File: config.mk
export PLATFORM = sky130hd
export DESIGN_NAME = count_checker_sat_cnt
export DESIGN_NICKNAME = d
export VERILOG_FILES = /design/src/rtl/count_checker_sat_cnt.sv
export SDC_FILE = /design/constraint.sdc
export NUM_CORES = 1
export LEC_CHECK = 0
export BUFFER_PORTS_ARGS = -buffer_cell sky130_fd_sc_hd__buf_4
export CAP_MARGIN = 15
export CORE_AREA = 4 4 41 43
export CTS_CLUSTER_DIAMETER = 200
export DETAILED_ROUTE_END_ITERATION = 16
export DIE_AREA = 0 0 45 47
export GPL_TIMING_DRIVEN = 0
export PLACE_DENSITY_LB_ADDON = 0.25
export RECOVER_POWER = 100
export SLEW_MARGIN = 20
export SYNTH_ARGS = -nofsm -noshare
export SYNTH_HDL_FRONTEND = slang
export SYNTH_SLANG_ARGS = --single-unit
File: constraint.sdc
create_clock -name clk -period 1.4 [get_ports clk]
set_input_delay 0.07 -clock clk [delete_from_list [all_inputs] [get_ports clk]]
set_output_delay 0.07 -clock clk [all_outputs]
set_load 0.01 [all_outputs]
File: src/rtl/count_checker_sat_cnt.sv
// count_checker_sat_cnt: up-counter with clear and increment enable that sticks at all-ones.
module count_checker_sat_cnt #(
  parameter int W = 8
) (
  input  logic         clk,
  input  logic         rst,
  input  logic         clr,
  input  logic         inc,
  output logic [W-1:0] q
);
  always_ff @(posedge clk or negedge rst)
    if (!rst) q <= '0;
    else if (clr) q <= '0;
    else if (inc && q != '1) q <= q + 1'b1;
endmodule

After elaboration in Yosys (flattened, before gate mapping)
Index checks and enable logic that the tools add are counted.

Bits in registers: 8. Bits of input ports: 4. Word-level logic and storage cells: 7.

Add/subtract/negate cells: 1. Equality and inequality tests: 1. Mux-type cells: 2. Reduce and logical (&&, ||, !) cells: 2.

Operators by type and width (number): two-way mux 8 bit (2); adder 8 x 1 -> 8 bit, second input constant (1); != test 8 bit, second input constant (1); nonzero test 2 bit (1); logical AND 1 bit (1).

Depth between registers and ports, before layout
Depth after elaboration: 4. Gate-level depth with buffers: 4.

Worst setup path after synthesis
Ideal clock, no wire load.

Path type: reg2reg. From: register q[0]. To: register q[0]. Setup time: 0.125 ns. Arrival time: 1.509 ns. Data required time: 1.275 ns. Setup slack: -0.234 ns. Cell stages (with the launch flop): 5. Buffers on the path: 0. Cells stage by stage: dfrtp_1 ha_1 and4_2 a21boi_1 mux2_2.

Word-level cells in the longest chain between the ends: 3.

Ends and longest elaborated chain: start: declaration (RTL line 9) `output logic [W-1:0] q`; start signal: assignment (RTL line 14) `else if (inc && q != '1) q <= q + 1'b1;`; adder 8 x 1 -> 8 bit / != test 8 bit (equally long branches) (RTL line 14); two-way mux 8 bit / logical AND 1 bit (equally long branches) (RTL line 14); two-way mux 8 bit / nonzero test 2 bit (equally long branches).

Several ways; a longest one is shown, not always the timed one. The select of a mux whose other input is x is not followed. A chain may end at the register's enable or synchronous reset.

Worst setup path in the final report
From: register q[1]. To: register q[0].

Word-level cells in the longest chain between the ends: 3.

Ends and longest elaborated chain (RTL line): != test 8 bit (14); logical AND 1 bit (14); nonzero test 2 bit (no source line).

Every way passes these cells.

==> results_dict.tcl <==
set metrics [dict create \
    maxSlewViolCount 0 \
    critical-path-slowest-cell "dfrtp_2" \
    crit_chain "ha_4 > and4_4 > a21boi_4 > mux2_4" \
    area_growth_pct 34.8 \
    synth_nets 54 \
    critPathBufInv 0 \
    layout_min_cycle_time_ps 1400 \
    nNetsFinal 73 \
    vias 430 \
    io_pins 12 \
    synth_top_cell_area_share_pct 43.1 \
    rsz0062_at_grt "yes" \
    ys.flop_type "dfrtp_1" \
    drc_errors 0 \
    start_util_pct 35.7 \
    cts_buffer_depth 2 \
    r2r-start "q[1]$_DFFE_PN0P_" \
    critPathMaxStageDelay_ps 420 \
    fin_crit_sh_pct 100 \
    synth_common_cells "dfrtp_1, nor3_1, a21oi_1, nand2b_1, nor2b_1" \
    synth_top_cells_by_area "dfrtp_1, mux2_2, nor3_1" \
    insertion_delay_ps 260 \
    endpoint "q[0]$_DFFE_PN0P_" \
    critPathMaxFanout 6 \
    dieWidth_um 45 \
    dieArea_um2 2120 \
    timing.rr.end "q[0]$_DFFE_PN0P_" \
    place_area_um2 582 \
    drv_cap 0 \
    seq_area_frac_synth_pct 43.1 \
    wl_per_cell_um 13.1 \
    highest_layer "met4" \
    cts_tree "yes" \
    antenna_cells 0 \
    wl_met2_um 466 \
    largest_register_ff_count 8 \
    via_per_inst 5.31 \
    cp-start-kind "flip-flop" \
    maxSlewHeadroom_pct 69.6 \
    hold_viol_final 0 \
    wirelength_um 1060 \
    hpwlAfterDp_um 739 \
    cts_buffers 3 \
    track_usage_pct 11.1 \
    m1WireLength_um 512 \
    synthDistinctLibCells 28 \
    setup_violations 1 \
    drtPass1Iterations 4 \
    powerDensity_nw_per_um2 795 \
    met3_length_um 71 \
    drive_above_1_share_pct 28.8 \
    setup_ws_ps -1.15 \
    rows 13 \
    grt_max_degree 11 \
    peakVddDrop_mv 0.450 \
    antenna_found_initial 0 \
    gr-total-overflow 0 \
    path_clk_slew_ps 60 \
    top_register "q" \
    synth-seq-cells 8 \
    ant_nets 0 \
    power_leakage_nw 0.253 \
    max_freq_mhz 714 \
    top_regs "q: 8 flops" \
    io_buffers 10 \
    yosysTopAreaCell "dfrtp_1" \
    worst-endpoint-arrival_ps 1540 \
    synth-edff-count 0 \
    gp_congestion 0.680 \
    grt_pass1_vias 360 \
    instances_no_fill 81 \
    cp-startpoint "q[1]$_DFFE_PN0P_" \
    yosysMostFrequentCell "dfrtp_1" \
    cts.sinks 8 \
    place_inst 74 \
    die_h_um 47 \
    skew_ps 5.08 \
    grt_pass1_wl_um 1580 \
    critical-path-top-delay-family "flip-flops" \
    synthCells 49 \
    hold_path.class "in2reg" \
    violations "negative setup slack" \
    core_um2 1300 \
    path_class "reg2reg" \
    end_kind "flip-flop" \
    fin_util_pct 48.1 \
    reg2reg_setup_slack_ps -1 \
    cp.depth 4 \
    final_cell_area_um2 626 \
    ctsRootBufferMaster "clkbuf_4" \
    cp_data_required_time_ps 1540 \
    syn_area_um2 464 \
    tightest_slew_ps 456 \
    htree_levels 1 \
    syn_avg_cell_area_um2 9.47 \
    reg2regPathDepth 4 \
    synth-async-reset-ratio_pct 100 \
    outcome "complete, but fails checks" \
    drt-initial-drc-count 5 \
    synth_warnings 0 \
]
power breakdown:
group          switching, mW  internal, mW  total [mW]
clock                 0.0855        0.0986       0.184
combinational         0.0332        0.0363      0.0695
sequential           0.00609         0.238       0.244
total                  0.125         0.373       0.497
worst min-delay path: stages:
cell	delay, ps
buf_4	110
nor2b_1	100
mux2_4	140
per-stage QoR:
step / setup TNS, ps / hold WS [ps] / power (mW) / setup slack, ps
3_3_place_gp: -122 / -104 / 0.306 / -74.4
4_1_cts: -0.827 / 165 / 0.505 / -0.827
2_1_floorplan: -27.8 / -226 / 0.282 / -27.8
3_5_place_dp: -118 / -103 / 0.308 / -77.5
6_report: -1.15 / 196 / 0.497 / -1.15
5_1_grt: -53.4 / 207 / 0.519 / -25.0
placed cells by master (no fill, tap or decap), types with 2 or more instances in the layout:
cell type and instances:
nand2_1 2, nand2b_1 3, nor2_1 2, clkbuf_1 8, clkbuf_4 3, mux2_4 2, dfrtp_2 2, nor3_1 4
nand3_1 2, inv_1 2, a21oi_1 2, buf_4 6, nor2b_1 3, dfrtp_1 6
area by class of cell:
type	instances	area [um^2]
Timing Repair Buffer	14	81.3
Multi-Input combinational cell	37	284
Tap cell	15	18.8
Buffer	2	8.76
Clock buffer	3	22.5
Fill cell	120	676
Sequential cell	8	203
Inverter	2	7.51
cell families (layout without fill, tap and decap cells):
logic type | count (synthesis) | after routing | synth area share, %
AND/OR/NAND/NOR | 24 | 24 | 31.0
AO/OA/AOI/OAI | 9 | 9 | 12.7
flip-flops | 8 | 8 | 43.1
buffers and inverters | 4 | 21 | 3.50
multiplexers | 3 | 3 | 7.01
adder cells (fa/ha/maj) | 1 | 1 | 2.69
what timing repair did:
item                                    in CTS  in global routing
hold buffers                                 1                  0
endpoints found under the hold margin        8                  0
endpoints found under the setup margin       2                  3
pin swaps                                    2                  0
gates resized for setup                      2                  1
buffers inserted                             2                  1
worst min path at each step:
stage	start	end	slack, ps	cells past startpoint
final	clr	q[3]$_DFFE_PN0P_	200	3
after global placement	rst	q[7]$_DFFE_PN0P_	-100	1
after floorplan	rst	q[0]$_DFFE_PN0P_	-230	0
after CTS	rst	q[7]$_DFFE_PN0P_	160	2
after detailed placement	rst	q[7]$_DFFE_PN0P_	-100	1
after global routing	clr	q[3]$_DFFE_PN0P_	210	3
routing by layer:
layer  global-route usage [%]  vias to the layer above
li1                         -                      216
met1                     14.3                      201
met2                     14.4                       11
met3                     4.60                        2
met4                     8.77                        0
met5                        0                        -
Note: power is estimated with default switching activity, not from simulation.
